File: config.mk
export PLATFORM = sky130hd
export DESIGN_NAME = alu_nbit_seq
export DESIGN_NICKNAME = d
export VERILOG_FILES = /design/src/rtl/alu_pkg.sv /design/src/rtl/alu_adder_n.sv /design/src/rtl/alu_nbit_seq.sv
export SDC_FILE = /design/constraint.sdc
export NUM_CORES = 1
export LEC_CHECK = 0
export CAP_MARGIN = 5
export CORE_MARGIN = 2
export CORE_UTILIZATION = 60
export CTS_CLUSTER_SIZE = 20
export DETAILED_ROUTE_END_ITERATION = 8
export GPL_TIMING_DRIVEN = 0
export PLACE_DENSITY = 0.83
export SYNTH_ARGS = -nofsm -noshare
export SYNTH_HDL_FRONTEND = slang
export SYNTH_SLANG_ARGS = --single-unit
File: constraint.sdc
create_clock -name clk -period 16.85 [get_ports clk]
set_clock_uncertainty 0.1 [all_clocks]
set_input_delay 4.2125 -clock clk [delete_from_list [all_inputs] [get_ports clk]]
set_output_delay 4.2125 -clock clk [all_outputs]
set_load 0.05 [all_outputs]
File: src/rtl/alu_pkg.sv
// Shared encodings for the sequential N-bit ALU: opcode values and controller states.
package alu_pkg;

  localparam logic [2:0] OP_ADD  = 3'b000;
  localparam logic [2:0] OP_SUB  = 3'b001;
  localparam logic [2:0] OP_AND  = 3'b010;
  localparam logic [2:0] OP_OR   = 3'b011;
  localparam logic [2:0] OP_XOR  = 3'b100;
  localparam logic [2:0] OP_SLT  = 3'b101;
  localparam logic [2:0] OP_MUL  = 3'b110;
  localparam logic [2:0] OP_RSVD = 3'b111;

  typedef enum logic [1:0] {
    S_IDLE = 2'd0,
    S_MUL  = 2'd1,
    S_DONE = 2'd2
  } state_e;

  function automatic logic isAddSub(input logic [2:0] opCode);
    return (opCode == OP_ADD) || (opCode == OP_SUB);
  endfunction

endpackage

File: src/rtl/alu_adder_n.sv
// WIDTH-bit ripple-carry adder shared by ADD, SUB and the multiply partial sums.
module alu_adder_n #(
  parameter int WIDTH = 8
) (
  input  logic [WIDTH-1:0] x,
  input  logic [WIDTH-1:0] y,
  input  logic             cin,
  output logic [WIDTH-1:0] sum,
  output logic             cout
);

  logic [WIDTH:0] carryChain;

  assign carryChain[0] = cin;

  for (genvar i = 0; i < WIDTH; i++) begin : g_bit
    assign sum[i]          = x[i] ^ y[i] ^ carryChain[i];
    assign carryChain[i+1] = (x[i] & y[i]) | (carryChain[i] & (x[i] ^ y[i]));
  end

  assign cout = carryChain[WIDTH];

endmodule

File: src/rtl/alu_nbit_seq.sv
// Handshaked N-bit ALU: single-cycle logic/arith ops, iterative shift-add multiply,
// result and flags held in DONE until the consumer takes them.
module alu_nbit_seq
  import alu_pkg::*;
#(
  parameter int WIDTH = 8
) (
  input  logic             clk,
  input  logic             rst,
  input  logic             in_valid,
  output logic             in_ready,
  input  logic [WIDTH-1:0] a,
  input  logic [WIDTH-1:0] b,
  input  logic [2:0]       op,
  output logic             out_valid,
  input  logic             out_ready,
  output logic [WIDTH-1:0] result,
  output logic             carry,
  output logic             zero,
  output logic             overflow
);

  localparam int CW = $clog2(WIDTH);

  state_e             state_q, state_d;
  logic [WIDTH-1:0]   mcand_q, mcand_d;
  logic [2*WIDTH-1:0] acc_q, acc_d;
  logic [CW-1:0]      count_q, count_d;
  logic [WIDTH-1:0]   result_q, result_d;
  logic               carry_q, carry_d;
  logic               zero_q, zero_d;
  logic               ovf_q, ovf_d;

  logic [WIDTH-1:0]   addX, addY, addSum;
  logic               addCin, addCout;
  logic [2*WIDTH-1:0] mulStep;
  logic               lastBit;
  logic [WIDTH-1:0]   opResult;
  logic               opCarry, opOvf, sltBit;

  // In MUL the adder accumulates the multiplicand into the high half; otherwise it serves ADD/SUB.
  always_comb begin
    addX   = a;
    addY   = b;
    addCin = 1'b0;
    if (state_q == S_MUL) begin
      addX = acc_q[2*WIDTH-1:WIDTH];
      addY = acc_q[0] ? mcand_q : '0;
    end else if (op == OP_SUB) begin
      addY   = ~b;
      addCin = 1'b1;
    end
  end

  alu_adder_n #(.WIDTH(WIDTH)) u_adder (
    .x    (addX),
    .y    (addY),
    .cin  (addCin),
    .sum  (addSum),
    .cout (addCout)
  );

  assign mulStep = {addCout, addSum, acc_q[WIDTH-1:1]};
  assign lastBit = (count_q == CW'(WIDTH - 1));
  assign sltBit  = $signed(a) < $signed(b);

  always_comb begin
    opResult = '0;
    opCarry  = 1'b0;
    opOvf    = 1'b0;
    case (op)
      OP_ADD, OP_SUB: begin
        opResult = addSum;
        opCarry  = addCout;
        opOvf    = (a[WIDTH-1] == addY[WIDTH-1]) && (addSum[WIDTH-1] != a[WIDTH-1]);
      end
      OP_AND:  opResult = a & b;
      OP_OR:   opResult = a | b;
      OP_XOR:  opResult = a ^ b;
      OP_SLT:  opResult = {{(WIDTH-1){1'b0}}, sltBit};
      default: opResult = '0;
    endcase
  end

  always_ff @(posedge clk) begin
    if (rst) begin
      state_q <= S_IDLE;
    end else begin
      state_q <= state_d;
    end
  end

  always_comb begin
    state_d = state_q;
    case (state_q)
      S_IDLE: if (in_valid) state_d = (op == OP_MUL) ? S_MUL : S_DONE;
      S_MUL:  if (lastBit) state_d = S_DONE;
      S_DONE: if (out_ready) state_d = S_IDLE;
      default: state_d = S_IDLE;
    endcase
  end

  always_comb begin
    in_ready  = (state_q == S_IDLE);
    out_valid = (state_q == S_DONE);
  end

  // Non-MUL results are registered on the accepting edge; MUL results on its final iteration.
  always_comb begin
    mcand_d  = mcand_q;
    acc_d    = acc_q;
    count_d  = count_q;
    result_d = result_q;
    carry_d  = carry_q;
    zero_d   = zero_q;
    ovf_d    = ovf_q;
    case (state_q)
      S_IDLE: begin
        if (in_valid) begin
          mcand_d = a;
          count_d = '0;
          if (op == OP_MUL) begin
            acc_d = {{WIDTH{1'b0}}, b};
          end else begin
            result_d = opResult;
            carry_d  = opCarry;
            zero_d   = (opResult == '0);
            ovf_d    = opOvf;
          end
        end
      end
      S_MUL: begin
        acc_d   = mulStep;
        count_d = count_q + CW'(1);
        if (lastBit) begin
          result_d = mulStep[WIDTH-1:0];
          carry_d  = |mulStep[2*WIDTH-1:WIDTH];
          zero_d   = (mulStep[WIDTH-1:0] == '0);
          ovf_d    = 1'b0;
        end
      end
      default: begin
      end
    endcase
  end

  always_ff @(posedge clk) begin
    if (rst) begin
      mcand_q  <= '0;
      acc_q    <= '0;
      count_q  <= '0;
      result_q <= '0;
      carry_q  <= 1'b0;
      zero_q   <= 1'b0;
      ovf_q    <= 1'b0;
    end else begin
      mcand_q  <= mcand_d;
      acc_q    <= acc_d;
      count_q  <= count_d;
      result_q <= result_d;
      carry_q  <= carry_d;
      zero_q   <= zero_d;
      ovf_q    <= ovf_d;
    end
  end

  assign result   = result_q;
  assign carry    = carry_q;
  assign zero     = zero_q;
  assign overflow = ovf_q;

endmodule

==> results of run 1 <==
## placed cells by master, fill, tap and decap left out, types with 2 or more instances in the layout
cell and n:
mux2i_1 19, a211oi_1 2, a21oi_1 22, nor3_1 4
a32o_1 5, nand2b_1 5, nand3_1 9, o211ai_1 3
buf_2 5, nand2_1 24, o21bai_1 2, nand4_1 3
inv_1 27, nor2_1 55, o21ba_2 2, a311oi_1 7
a31oi_1 6, ha_1 26, mux2_2 2, a22oi_1 7
clkbuf_1 17, xnor2_1 8, dfxtp_1 40, fa_1 8
or4_1 2, clkbuf_8 7, or2_2 2, and2_1 2
o21ai_0 18, nor2b_1 4, clkdlybuf4s50_1 33, nor4_1 3
## worst register-to-register path, stage by stage (launching register included)
cell,delay [ps]
dfxtp_1,310
buf_2,180
nor2b_1,150
clkbuf_1,190
clkbuf_1,450
clkbuf_1,430
o21ai_0,220
fa_1,440
fa_1,390
fa_1,420
fa_1,380
inv_1,80
fa_1,150
inv_1,50
fa_1,360
inv_1,80
fa_1,320
nor3_2,70
a31oi_1,140
nand3_1,110
or4_1,530
or4_1,540
a311oi_2,250
## through the flow
stage	setup slack (ps)	instances	instance area, sq um	hold slack, ps
2_1_floorplan	6970	354	2870	345
3_3_place_gp	5810	441	3260	355
3_5_place_dp	5760	441	3260	363
4_1_cts	6050	449	3390	376
5_1_grt	5580	449	3390	397
6_report	5970	449	3390	377
## final timing paths
check,from,slack (ps),cells after the start,endpoint
max,op[1],5970,26,zero$_SDFFE_PP0P_
min,result[7]$_SDFFE_PP0P_,380,2,result[7]$_SDFFE_PP0P_
max reg2reg,state_q[0]$_SDFFE_PP0P_,10430,22,zero$_SDFFE_PP0P_
min reg2reg,result[7]$_SDFFE_PP0P_,380,2,result[7]$_SDFFE_PP0P_
## state kept, by name (all words and copies together) (netlist names)
name	cells
acc_q	16
carry	1
count_q	3
mcand_q	8
overflow	1
result	8
state_q	2
zero	1
## power by group
part / switching, uW / total (uW) / internal [uW] / leakage, uW
logic: 48.5 / 81.2 / 32.7 / 0.00100
registers: 2.82 / 102 / 99.4 / 0.000326
clock network: 35.0 / 87.3 / 52.3 / 0.0000645
total: 86.4 / 271 / 184 / 0.00139
## layer usage
metal | global-route usage (%) | vias up
met2 | 44.7 | 136
li1 | - | 1295
met5 | 0 | -
met3 | 5.52 | 23
met1 | 42.5 | 1315
met4 | 13.0 | 0
## final cells by class
class,count,area share [%]
multi-input combinational,263,54.7
sequential,40,23.6
timing repair buffer,33,9.75
buffer,24,3.17
inverter,27,2.99
clock buffer,7,2.84
tap,54,1.99
clock inverter,1,0.886
## cells by family after synthesis
family	after synthesis	synth area share, %
buffers and inverters	51	7.29
adders and majority gates	34	16.9
AOI/OAI and AO/OA	80	18.6
and+or+nand+nor	119	19.0
muxes	21	7.42
DFF	40	27.9
xor gates and xnor gates	9	2.75
==> summary.txt, run 1 <==
synth cell count leaders: 55 x nor2_1, 40 x dfxtp_1, 27 x inv_1
IO Port Bufs: 33
Avg Cell Area, Syn: 8.09 sq um
Synth-to-Final Area Change: 18.3%
IO Pins: 36
slowest stage cell, crit path: or4_1
DR WL/cell: 16.8 um
flip-flop and latch count after synthesis: 40
crit end category: register
vias in the first global route: 2552
Skew-Pair Late Insertion Delay: 300 ps
peak supply drop: 0.0442 mV
Mapped Cells: 354
register area: 801 sq um
PD cells: 79.9 mW/mm^2
synth top area cells: dfxtp_1 28%, ha_1 11%, nor2_1 7.2%, mux2i_1 6.6%, fa_1 5.6%
drt first pass iters: 6
pin count of the biggest net entering global routing: 13
Worst Path Buf+Inv: 7
uppermost layer routed: met4
RSZ-0062 raised after global routing: no
Routed Wire Length: 7520 um
Synth Cell Area: 0.00287 sq mm
area of the multi-input gates: 0.00186 sq mm
setup repair bufs after CTS: 0
# fillers: 383
total number of vias: 2769
CP startpoint kind: input port
vias per cell: 6.17
max-cap violations: 0
Leak: 0.00139 uW
most common cell in the netlist: nor2_1
M1 WL: 3310 um
1st-iter DRT viols: 259
Tot Pwr: 271 uW
Relative slew margins: 51.6%
main flop type after synthesis: dfxtp_1
htree depth: 2
CP dominant cell by count: fa_1
Die Y: 73.1 um
setup_tns: 0 ps
asr flop ratio synth: 0%
Tmin final: 10880 ps
core area: 0.00466 sq mm
initial antenna violation count: 0
Critical Path AT: 11000 ps
Synth cell types: 45
drt drc: 0
DP Wirelength: 5610 um
post-route ant nets: 0
# rows: 25
Synth top area share: 27.9%
grt ovf: 0
Final Setup Violations: 0
# hold bufs at CTS: 0
Total GRT Usage: 30.1%
Yosys warning count: 0
kind of critical path: in -> reg
cts repair resizes: 0
TritonCTS clock tree: built
met3 wire length: 558 um
Max FO, Critical Path: 10
clock sink count: 40
leading area contributor after synthesis: dfxtp_1
total CTS buffers: 5
CP max stage delay: 540 ps
Hold Crit Class: reg -> reg
GPL Wtd Cong: 0.939
worst endpoint required time: 16970 ps
first-pass GRT wire length: 12400 um
Reg clk slew, reported paths: 80 ps
Max Root-Sink Buffers: 2
wire length on met2: 3430 um
root buffer cell: clkbuf_8
Die ar.: 0.00534 sq mm
worst slew pin tran: 726 ps
Post-synth EDFFs: 0
Slew Limit Fails: 0
layout net count: 451
starting density of the core: 61.5%
crit share post-route: 64.6%
Syn Nets: 411
Final Hold Fails: 0
status: finished, final reports clean
fraction of layout cells with a size suffix above 1: 6.84%
Util after Layout: 72.7%
Die Wd: 73.1 um
sequential area share after synthesis: 27.9%
maximum clock rate: 0.0919 GHz
n_diodes: 0
family with the most delay on the worst path: adder cells
Note: power is estimated with default switching activity, not from simulation.
==> run 2, diff against run 1 <==
--- a/config.mk
+++ b/config.mk
@@ -7,11 +7,11 @@
 export LEC_CHECK = 0
 export CAP_MARGIN = 5
 export CORE_MARGIN = 2
-export CORE_UTILIZATION = 60
+export CORE_UTILIZATION = 51
 export CTS_CLUSTER_SIZE = 20
 export DETAILED_ROUTE_END_ITERATION = 8
 export GPL_TIMING_DRIVEN = 0
-export PLACE_DENSITY = 0.83
+export PLACE_DENSITY = 0.75
 export SYNTH_ARGS = -nofsm -noshare
 export SYNTH_HDL_FRONTEND = slang
 export SYNTH_SLANG_ARGS = --single-unit
==> constraint.sdc (replaced) <==
create_clock -name clk -period 8.9 [get_ports clk]
set_clock_uncertainty 0.1 [all_clocks]
set_input_delay 2.225 -clock clk [delete_from_list [all_inputs] [get_ports clk]]
set_output_delay 2.225 -clock clk [all_outputs]
set_load 0.05 [all_outputs]
==> summary.txt, run 2 (synthesized netlist as in run 1, its figures left out) <==
IO Pins: 36
Skew-Pair Late Insertion Delay: 290 ps
drt drc: 0
crit share post-route: 94.9%
CP startpoint kind: input port
n_diodes: 0
Tot Pwr: 460 uW
layout net count: 450
root buffer cell: clkbuf_8
Reg with most FFs: acc_q
Hold Crit Class: reg -> reg
# rows: 27
clock share of power: 24.9%
commonest non-fill, non-tap cells in the layout: 54 x nor2_1, 40 x dfxtp_1, 33 x clkdlybuf4s50_1
Relative slew margins: 53.0%
Post-Layout Cell Count: 465
Slew Limit Fails: 0
kind of critical path: in -> reg
Final Hold Fails: 0
vias in the first global route: 2600
GPL Wtd Cong: 0.945
IO Port Bufs: 33
htree depth: 2
maximum clock rate: 0.118 GHz
Tmin final: 8450 ps
share of power burned in registers: 42.0%
combinational share of power: 33.1%
DP Wirelength: 5870 um
Die Y: 79.0 um
pin count of the biggest net entering global routing: 12
TritonCTS clock tree: built
post-route ant nets: 0
Net Sw Power: 157 uW
Critical Path AT: 8560 ps
1st-iter DRT viols: 133
drt first pass iters: 4
crit end category: register
clock sink count: 40
worst endpoint required time: 9010 ps
total CTS buffers: 5
critical path startpoint: op[1]
Total GRT Usage: 25.3%
core area: 0.00547 sq mm
peak supply drop: 0.0736 mV
dpl cells: 459
internal power: 303 uW
DR WL/cell: 16.0 um
Reg clk slew, reported paths: 80 ps
worst slew pin tran: 705 ps
Die ar.: 0.00623 sq mm
commonest non-fill, non-tap cell in the layout: nor2_1
Max Root-Sink Buffers: 2
Critical R2R Launch: state_q[0]$_SDFFE_PP0P_
max FFs per register: 16
Die Wd: 79.0 um
starting density of the core: 52.4%
Routed Wire Length: 7430 um
status: finished, final reports clean
RSZ-0062 raised after global routing: no
Util after Layout: 61.5%
Synth-to-Final Area Change: 17.4%
grt ovf: 0
setup_tns: 0 ps
vias per cell: 5.59
first-pass GRT wire length: 12500 um
# hold bufs at CTS: 0
max-cap violations: 0
Worst Hold Launch: acc_q[7]$_SDFFE_PP0P_
Final Setup Violations: 0
Leak: 0.00137 uW
Max FO, Critical Path: 10
fraction of layout cells with a size suffix above 1: 6.87%
total number of vias: 2601
initial antenna violation count: 0
PD cells: 137 mW/mm^2
Switching Share: 34.1%
[run 2: changes by cell type in the layout (fill, tap and decap cells not counted)]
cell	previous run	this run
bufinv_16	1	0
and2_2	0	1
nor2_1	55	54
clkinv_2	0	1
nor2_2	1	2
clkbuf_8	7	5
and2_1	2	1
[run 2: layout make-up]
cell class | instances | area (sq um)
buffer | 23 | 104
multi-input combinational | 263 | 1860
tap | 72 | 90.1
inverter | 27 | 101
clock inverter | 1 | 5.00
clock buffer | 6 | 72.6
timing repair buffer | 33 | 330
fill | 513 | 2110
sequential | 40 | 801
[run 2: repair_timing]
item | in CTS | in global routing
gates resized for setup | 0 | 2
setup buffers | 0 | 0
endpoints found under the setup margin | 0 | 1
[run 2: power groups by stage]
stage	clock, uW	combinational [uW]	sequential [uW]
finish	115	152	193
global route	125	166	194
CTS	117	151	193
detailed placement	0	150	197
global placement	0	148	197
floorplan	0	88.9	208
[run 2: critical path: stages]
cell and delay (ps):
clkdlybuf4s50_1 490, buf_6 180, nor2_2 310, and2_2 390
xnor2_1 170, nor2_1 60, a31oi_1 210, fa_1 200
inv_1 60, fa_1 390, fa_1 390, fa_1 390
fa_1 380, inv_1 80, fa_1 150, inv_1 50
fa_1 350, inv_1 70, fa_1 310, nor3_2 60
a31oi_1 150, nand3_1 140, or4_1 560, or4_1 550
a311oi_2 240
[run 2: path summary, 6_finish.rpt]
| path | end | slack, ps | depth (start not counted) |
|---|---|---|---|
| worst max register to register | zero$_SDFFE_PP0P_ | 2550 | 22 |
| worst min register to register | acc_q[7]$_SDFFE_PP0P_ | 380 | 2 |
| worst min-delay path | acc_q[7]$_SDFFE_PP0P_ | 380 | 2 |
| worst max-delay path | zero$_SDFFE_PP0P_ | 450 | 25 |
[run 2: routing by layer]
layer	share of wire, %	vias up	track usage, %	wire length (um)
met5	0	-	0	0
met4	1.5	0	7.24	110
met3	5.5	10	3.98	412
met2	47	75	42.8	3490
met1	46	1216	33.6	3410
li1	-	1300	-	-
[run 2: through the flow]
stage	setup slack [ps]	instance area, sq um	hold slack, ps
3_3_place_gp	-219	3290	355
2_1_floorplan	1010	2870	345
6_report	450	3360	385
4_1_cts	17.8	3360	383
3_5_place_dp	-255	3290	374
5_1_grt	74.1	3360	411
